$ cat src/rtl/serial_adder_pkg.sv
// Shared types and constants for the bit-serial adder.
package serial_adder_pkg;

  localparam int unsigned DEFAULT_WIDTH = 8;

  typedef enum logic [1:0] {
    IDLE = 2'd0,
    RUN  = 2'd1,
    DONE = 2'd2
  } state_t;

  // Bit counter must represent 0..WIDTH without wrapping.
  function automatic int unsigned cnt_width(input int unsigned w);
    return $clog2(w + 1);
  endfunction

endpackage

$ cat src/rtl/serial_adder_full_adder.sv
// Single-bit full adder cell used as the per-bit stage of the serial adder.
module serial_adder_full_adder (
  input  logic in0,
  input  logic in1,
  input  logic in2,
  output logic out,
  output logic cout
);

  assign out  = in0 ^ in1 ^ in2;
  assign cout = (in0 & in1) | (in2 & (in0 ^ in1));

endmodule

$ cat src/rtl/serial_adder.sv
// Bit-serial ripple adder: one full-adder cell, one operand bit per clock.
// Optional subtract mode via `define SERIAL_ADDER_SUB_EN (adds the sub port).
module serial_adder
  import serial_adder_pkg::*;
#(
  parameter int unsigned WIDTH = DEFAULT_WIDTH
) (
  input  logic             clk,
  input  logic             rst_n,
  input  logic             start,
`ifdef SERIAL_ADDER_SUB_EN
  input  logic             sub,
`endif
  input  logic [WIDTH-1:0] a,
  input  logic [WIDTH-1:0] b,
  input  logic             cin,
  output logic             busy,
  output logic             done,
  output logic [WIDTH-1:0] sum,
  output logic             cout,
  output logic             ovf
);

  localparam int unsigned CW = cnt_width(WIDTH);

  state_t           state;
  logic [CW-1:0]    cnt;
  logic             carry;
  logic [WIDTH-1:0] a_sh;
  logic [WIDTH-1:0] b_sh;
  logic [WIDTH-1:0] sum_sh;
  logic             fa_out;
  logic             fa_cout;
  logic [WIDTH-1:0] sum_next;
  logic [WIDTH-1:0] b_load;
  logic             carry_load;

  serial_adder_full_adder u_fa (
    .in0  (a_sh[0]),
    .in1  (b_sh[0]),
    .in2  (carry),
    .out  (fa_out),
    .cout (fa_cout)
  );

  // Result bits enter from the MSB side so bit 0 lands at index 0 after WIDTH shifts.
  assign sum_next = {fa_out, sum_sh[WIDTH-1:1]};

`ifdef SERIAL_ADDER_SUB_EN
  assign b_load     = sub ? ~b : b;
  assign carry_load = sub | cin;
`else
  assign b_load     = b;
  assign carry_load = cin;
`endif

  always_ff @(posedge clk) begin
    if (!rst_n) begin
      state  <= IDLE;
      cnt    <= '0;
      carry  <= 1'b0;
      a_sh   <= '0;
      b_sh   <= '0;
      sum_sh <= '0;
      sum    <= '0;
      cout   <= 1'b0;
      ovf    <= 1'b0;
      busy   <= 1'b0;
      done   <= 1'b0;
    end else begin
      case (state)
        IDLE: begin
          done <= 1'b0;
          if (start) begin
            a_sh  <= a;
            b_sh  <= b_load;
            carry <= carry_load;
            cnt   <= '0;
            busy  <= 1'b1;
            state <= RUN;
          end
        end
        RUN: begin
          sum_sh <= sum_next;
          a_sh   <= a_sh >> 1;
          b_sh   <= b_sh >> 1;
          carry  <= fa_cout;
          cnt    <= cnt + CW'(1);
          if (cnt == CW'(WIDTH - 1)) begin
            sum   <= sum_next;
            cout  <= fa_cout;
            ovf   <= carry ^ fa_cout;
            done  <= 1'b1;
            busy  <= 1'b0;
            state <= DONE;
          end
        end
        DONE: begin
          done  <= 1'b0;
          state <= IDLE;
        end
        default: begin
          busy  <= 1'b0;
          done  <= 1'b0;
          state <= IDLE;
        end
      endcase
    end
  end

endmodule
$ cat config.mk
export PLATFORM = sky130hd
export DESIGN_NAME = serial_adder
export DESIGN_NICKNAME = d
export VERILOG_FILES = /design/src/rtl/serial_adder_pkg.sv /design/src/rtl/serial_adder_full_adder.sv /design/src/rtl/serial_adder.sv
export SDC_FILE = /design/constraint.sdc
export NUM_CORES = 1
export LEC_CHECK = 0
export ABC_AREA = 1
export CAP_MARGIN = 0
export CORE_MARGIN = 3
export CORE_UTILIZATION = 36
export CTS_CLUSTER_SIZE = 28
export DETAILED_ROUTE_END_ITERATION = 7
export PLACE_DENSITY_LB_ADDON = 0.2
export SKIP_CTS_REPAIR_TIMING = 1
export SYNTH_ARGS = -nofsm -noshare
export SYNTH_HDL_FRONTEND = slang
export SYNTH_SLANG_ARGS = --single-unit
export TNS_END_PERCENT = 100
$ cat constraint.sdc
create_clock -name clk -period 3.2 [get_ports clk]
set_clock_uncertainty 0.2 [all_clocks]
set_input_delay 0.32 -clock clk [delete_from_list [all_inputs] [get_ports clk]]
set_output_delay 0.32 -clock clk [all_outputs]
set_load 0.03 [all_outputs]
Word-level counts from Yosys, hierarchy flattened
Index checks and enable logic that the tools add are counted.
{"block": "totals", "ff_bits": 43, "output_inout_bits": 12}
{"block": "classes", "add_sub_neg": 1, "n_eq_ne": 5, "mux": 14, "bitwise": 7, "n_reduce_logical": 7}
{"operator": "$pmux W8 S2", "n": 2}
{"operator": "$mux W8", "n": 2}
{"operator": "$pmux W4 S2", "n": 1}
{"operator": "$reduce_and A2 Y1", "n": 4}
{"operator": "$add A4 B1 Y4 const B", "n": 1}
{"operator": "$eq A4 B3 Y1 const B", "n": 1}
{"operator": "$mux W2", "n": 2}
{"operator": "$mux W4", "n": 1}
{"operator": "$ne A2 B2 Y1 const B", "n": 2}
{"operator": "$pmux W2 S2", "n": 1}
{"operator": "$mux W1", "n": 3}
{"operator": "$pmux W1 S3", "n": 1}
{"operator": "$reduce_and A3 Y1", "n": 1}
{"operator": "$xor A1 B1 Y1", "n": 3}
{"operator": "$and A1 B1 Y1", "n": 2}
{"operator": "$eq A2 B1 Y1 const B", "n": 1}
{"operator": "$eq A2 B2 Y1 const B", "n": 1}
{"operator": "$logic_not A2 Y1", "n": 1}
{"operator": "$pmux W1 S2", "n": 1}
{"operator": "$reduce_bool A2 Y1", "n": 1}
{"operator": "$not A1 Y1", "n": 1}
{"operator": "$or A1 B1 Y1", "n": 1}

Depth between registers and ports, before layout
{"block": "depth", "depth_word": 4, "mapped_depth": 7, "depth_no_buf": 7}

Hierarchy
From an unflattened synthesis, not the netlist that was laid out.
{"block": "hier_totals", "hier_cells": 266, "area_unflattened_um2": 1858.0}
{"mod": "serial_adder", "n_inst": 1, "cells_each": 265, "area_per_inst_um2": 1838.0, "seq_area_each_um2": 840.8}
{"mod": "serial_adder_full_adder", "n_inst": 1, "cells_each": 1, "area_per_inst_um2": 20.0, "seq_area_each_um2": 0.0}

Worst setup path after synthesis
OpenSTA, ideal clock, no wires.
{"block": "synth_timing", "path_type": "flip-flop to flip-flop", "start": "register cnt[0]", "end": "register state[0]", "arrival_time_ns": 1.074, "required_ns": 2.885, "slack_ns": 1.812, "stages_incl_launch_ff": 6, "n_path_buf": 0, "period_less_slack_ns": 1.388, "cell_sequence": "dfxtp_1 -> ha_1 -> nand2_1 -> nor2_2 -> nor2_1 -> o21a_1"}
{"block": "synth_via", "elab_chain_len": 3}
{"element": "from (decl)", "line": "serial_adder.sv:27", "source": "logic [CW-1:0] cnt;"}
{"element": "from (signal assigned)", "line": "serial_adder.sv:88", "source": "cnt <= cnt + CW'(1);"}
{"element": "$eq A4 B3 Y1", "line": "serial_adder.sv:89", "source": "if (cnt == CW'(WIDTH - 1)) begin"}
{"element": "$ne A2 B2 Y1 (no source line)"}
{"element": "$reduce_and A2 Y1 (no source line)"}
{"element": "to (signal assigned)", "line": "serial_adder.sv:95", "source": "state <= DONE;"}
{"element": "to (signal assigned)", "line": "serial_adder.sv:100", "source": "state <= IDLE;"}
{"element": "to (signal assigned)", "line": "serial_adder.sv:105", "source": "state <= IDLE;"}
{"element": "to (decl)", "line": "serial_adder.sv:26", "source": "state_t state;"}
Every way passes these cells.
A chain may end at the register's enable or synchronous reset.

Worst setup path in the final report
{"block": "layout_timing", "start": "register busy", "end": "output port busy"}
{"element": "from (decl)", "line": "serial_adder.sv:17", "source": "output logic busy,"}
{"element": "from (signal assigned)", "line": "serial_adder.sv:68", "source": "busy <= 1'b0;"}
{"element": "from (signal assigned)", "line": "serial_adder.sv:79", "source": "busy <= 1'b1;"}
{"element": "from (signal assigned)", "line": "serial_adder.sv:94", "source": "busy <= 1'b0;"}
No word-level cell between the ends.

==> impl_metrics.xml <==
<?xml version="1.0" encoding="UTF-8"?>
<metrics>
  <group name="power">
    <metric name="p_leak" unit="nW">0.954</metric>
    <metric name="totalPowerFinal" unit="W">0.00105</metric>
    <metric name="power_density_of_the_placed_cells" unit="nW/um^2">459</metric>
    <metric name="ir_worst_vdd" unit="mV">0.145</metric>
  </group>
  <group name="setup_path">
    <metric name="worst-path-max-fanout" unit="">2</metric>
    <metric name="timing.critical_path.slowest_cell_delay" unit="ns">0.68</metric>
    <metric name="worst-r2r-setup-slack" unit="ns">1.48</metric>
    <metric name="critPathArrivalTime" unit="ns">1.31</metric>
    <metric name="setup.worst_path.class" unit="">reg -&gt; out</metric>
    <metric name="timing.critical_path.cells" unit="">clkdlybuf4s50_1</metric>
    <metric name="critical_path.endpoint_type" unit="">primary output</metric>
    <metric name="cp_top_family" unit="">buffers and inverters</metric>
    <metric name="rr_startpoint" unit="">state[0]</metric>
    <metric name="timing.critical_path.buf_inv" unit="">1</metric>
    <metric name="crit_required" unit="ns">2.68</metric>
    <metric name="rr_worst_depth" unit="">5</metric>
    <metric name="reg_to_reg_end" unit="">sum[6]</metric>
    <metric name="cpMaxStageDelayCell" unit="">sky130_fd_sc_hd__clkdlybuf4s50_1</metric>
    <metric name="worstSetupStartpointType" unit="">register</metric>
  </group>
  <group name="cells_and_area">
    <metric name="fraction_of_the_core_area_covered_by_cells_at_the_end_of_the_flow" unit="%">47.1</metric>
    <metric name="inserted_diodes" unit="">0</metric>
    <metric name="design.final.nets" unit="">320</metric>
    <metric name="mostFrequentLayoutCells" unit="">sky130_fd_sc_hd__nor2_1, sky130_fd_sc_hd__nand2_1, sky130_fd_sc_hd__dfxtp_1, sky130_fd_sc_hd__clkdlybuf4s50_1, sky130_fd_sc_hd__nand3_1</metric>
    <metric name="layout.cells.most_common" unit="">sky130_fd_sc_hd__nor2_1</metric>
    <metric name="final_layout_size_suffix_gt1_share" unit="%">6.02</metric>
    <metric name="flow.area_growth_from_synthesis" unit="%">23.7</metric>
    <metric name="final.fill_count" unit="">508</metric>
  </group>
  <group name="placed_design">
    <metric name="hpwlAfterDp" unit="microns">2590</metric>
    <metric name="gp_congestion" unit="">0.770</metric>
    <metric name="port_buffers" unit="">31</metric>
  </group>
  <group name="sta">
    <metric name="tns" unit="ns">0</metric>
    <metric name="clock.fmax" unit="MHz">548</metric>
    <metric name="worst_tran_pin_value" unit="ns">0.758</metric>
    <metric name="hold_violations" unit="">0</metric>
    <metric name="final_max_slew_viol_count" unit="">0</metric>
    <metric name="worst_slew_margin" unit="%">49.4</metric>
    <metric name="fraction_of_the_cycle_the_final_worst_path_needs" unit="%">57.1</metric>
    <metric name="rsz0062_at_grt" unit="">false</metric>
    <metric name="setup_violations" unit="">0</metric>
    <metric name="finalWorstPathRequiredPeriod" unit="ns">1.83</metric>
  </group>
  <group name="clocking">
    <metric name="ctsRootBufferMaster" unit="">sky130_fd_sc_hd__clkbuf_8</metric>
    <metric name="cts-htree-levels" unit="">2</metric>
    <metric name="cts.sink_count" unit="">42</metric>
    <metric name="clk_transition_reported_paths" unit="ns">0.07</metric>
    <metric name="clkLatencyLatePin" unit="ns">0.29</metric>
    <metric name="tritoncts_clock_tree" unit="">done</metric>
    <metric name="clock_tree.buffer_depth" unit="">2</metric>
    <metric name="cts_inserted_buffers" unit="">5</metric>
  </group>
  <group name="global_routing">
    <metric name="grt_max_degree" unit="">36</metric>
    <metric name="number_of_global_route_vias_before_repair" unit="">1512</metric>
    <metric name="grt_pass1_wl" unit="microns">6560</metric>
    <metric name="grt_antenna_before_repair" unit="">0</metric>
    <metric name="grt.overflow.total" unit="">0</metric>
    <metric name="groute.usage.overall" unit="%">13.5</metric>
  </group>
  <group name="floorplanning">
    <metric name="floorplan.initialDensity" unit="%">38.1</metric>
    <metric name="io_pins" unit="">32</metric>
    <metric name="fp.dieW" unit="microns">77.6</metric>
    <metric name="std_cell_rows" unit="">25</metric>
    <metric name="fp.dieArea" unit="sq um">6020</metric>
    <metric name="floorplan.die.height" unit="microns">77.6</metric>
    <metric name="fp.coreArea" unit="sq um">4850</metric>
  </group>
  <group name="route">
    <metric name="drtPass1Iterations" unit="">4</metric>
    <metric name="drt-total-wl" unit="microns">3840</metric>
    <metric name="drtAntennaViolNets" unit="">0</metric>
    <metric name="initialDrtViolationCount" unit="">108</metric>
    <metric name="dr_total_vias" unit="">1640</metric>
    <metric name="drc_viols" unit="">0</metric>
    <metric name="avgViaCountPerCell" unit="">4.48</metric>
    <metric name="avgRoutedWirePerCell" unit="microns">10.5</metric>
  </group>
  <group name="synthesis">
    <metric name="synth-compound-area-share" unit="%">5.29</metric>
    <metric name="syn_area_per_cell" unit="sq um">6.84</metric>
    <metric name="yosys.area_share.simple" unit="%">38.9</metric>
    <metric name="synth_cells" unit="">270</metric>
    <metric name="yosys_register_bits" unit="">42</metric>
    <metric name="netlist_area" unit="sq um">1850</metric>
    <metric name="syn_nets" unit="">292</metric>
    <metric name="ys.warnings.count" unit="">0</metric>
    <metric name="post_synth_num_cell_types" unit="">21</metric>
    <metric name="sequential_fraction_of_the_synthesis_area" unit="%">45.6</metric>
    <metric name="synthAdderAreaFrac" unit="%">1.76</metric>
    <metric name="yosys.area_share.xor_xnor" unit="%">0</metric>
    <metric name="post_synth_mux_area_share" unit="%">0</metric>
    <metric name="combinational_family_with_the_most_area_after_synthesis" unit="">simple AND/OR/NAND/NOR gates</metric>
  </group>
  <group name="run_status">
    <metric name="status" unit="">finished clean</metric>
  </group>
  <group name="min_path">
    <metric name="min_path_type" unit="">reg -&gt; reg</metric>
    <metric name="hold-path-endpoint" unit="">sum_sh[7]</metric>
    <metric name="start_point_of_the_worst_min_delay_path" unit="">sum_sh[7]</metric>
    <metric name="worst_hold_path.num_cells" unit="">2</metric>
  </group>
  <group name="flow_run">
    <metric name="cap_viol_max_count" unit="">0</metric>
  </group>
</metrics>
## how the worst max path moves through the flow
stage / start / to / slack [ns] / depth (start not counted)
3_3_place_gp: rst_n / state[1] / 1.26 / 4
2_1_floorplan: cnt[0] / state[0] / 1.81 / 5
5_1_grt: state[0] / cnt[3] / 1.31 / 6
4_1_cts: sum[3] / sum[3] / 1.35 / 1
6_report: busy / busy / 1.37 / 1
3_5_place_dp: start / b_sh[4] / 1.22 / 7
## worst register-to-register path: stages, from the launching register on
cell and delay, ns:
sky130_fd_sc_hd__dfxtp_1 0.40, sky130_fd_sc_hd__inv_2 0.07, sky130_fd_sc_hd__nor2_4 0.58, sky130_fd_sc_hd__nand2_1 0.16, sky130_fd_sc_hd__o21ai_1 0.16, sky130_fd_sc_hd__nor2_1 0.05
## synthesized netlist by cell type (all sizes together)
cell    instances  area, sq um
nand3          29          145
fa              1         20.0
o21ai          11         55.1
ha              1         12.5
o21a            1         7.51
nand2          59          229
buf            11         58.8
a21oi           7         35.0
clkbuf          1         3.75
inv            25         93.8
nand3b          5         37.5
nor3            2         10.0
nor2           75          297
dfxtp          42          841
## power by group
part           leakage [nW]  internal [W]  total, W  switching (W)
logic                 0.563     0.0000564  0.000134      0.0000775
registers             0.343      0.000547  0.000562      0.0000144
clock network        0.0482      0.000174  0.000352       0.000177
total                 0.954      0.000778   0.00105       0.000269
## flip-flops by register name (all words and copies together) (netlist names)
register  count
ovf           1
cnt           4
done          1
busy          1
b_sh          8
a_sh          8
carry         1
sum_sh        7
sum           8
state         2
cout          1
## logic make-up (layout without fill, tap and decap cells)
| family | Yosys count | count (layout) |
|---|---|---|
| flip-flops | 42 | 42 |
| buffers and inverters | 37 | 66 |
| AND/OR/NAND/NOR | 170 | 170 |
| AO/OA/AOI/OAI | 19 | 19 |
| adder cells (fa/ha/maj) | 2 | 2 |
## per-stage QoR
stage | instances | instance area, sq um | hold WS [ns] | setup slack, ns
final | 366 | 2280 | 0.265 | 1.37
after global routing | 366 | 2280 | 0.283 | 1.31
after CTS | 366 | 2280 | 0.258 | 1.35
after detailed placement | 358 | 2190 | 0.249 | 1.22
after global placement | 358 | 2190 | 0.237 | 1.26
after floorplan | 270 | 1850 | 0.227 | 1.81
## metal layers
metal	GRT usage, %	vias up	share of wire (%)
met4	5.52	0	2.0
met2	23.1	34	46
met5	0	-	0
met3	4.18	7	4.4
li1	-	887	-
met1	15.4	712	48
## layout make-up
cell class | instances | area (sq um) | share of cell area, %
clock inverters | 1 | 5.00 | 0.219
clock buffers | 7 | 86.3 | 3.78
well taps | 67 | 83.8 | 3.67
flip-flops and latches | 42 | 841 | 36.8
repair buffers | 33 | 325 | 14.2
multi-input cells | 191 | 848 | 37.2
inverters | 25 | 93.8 | 4.11
No activity file was read; power rests on OpenSTA's default activity.
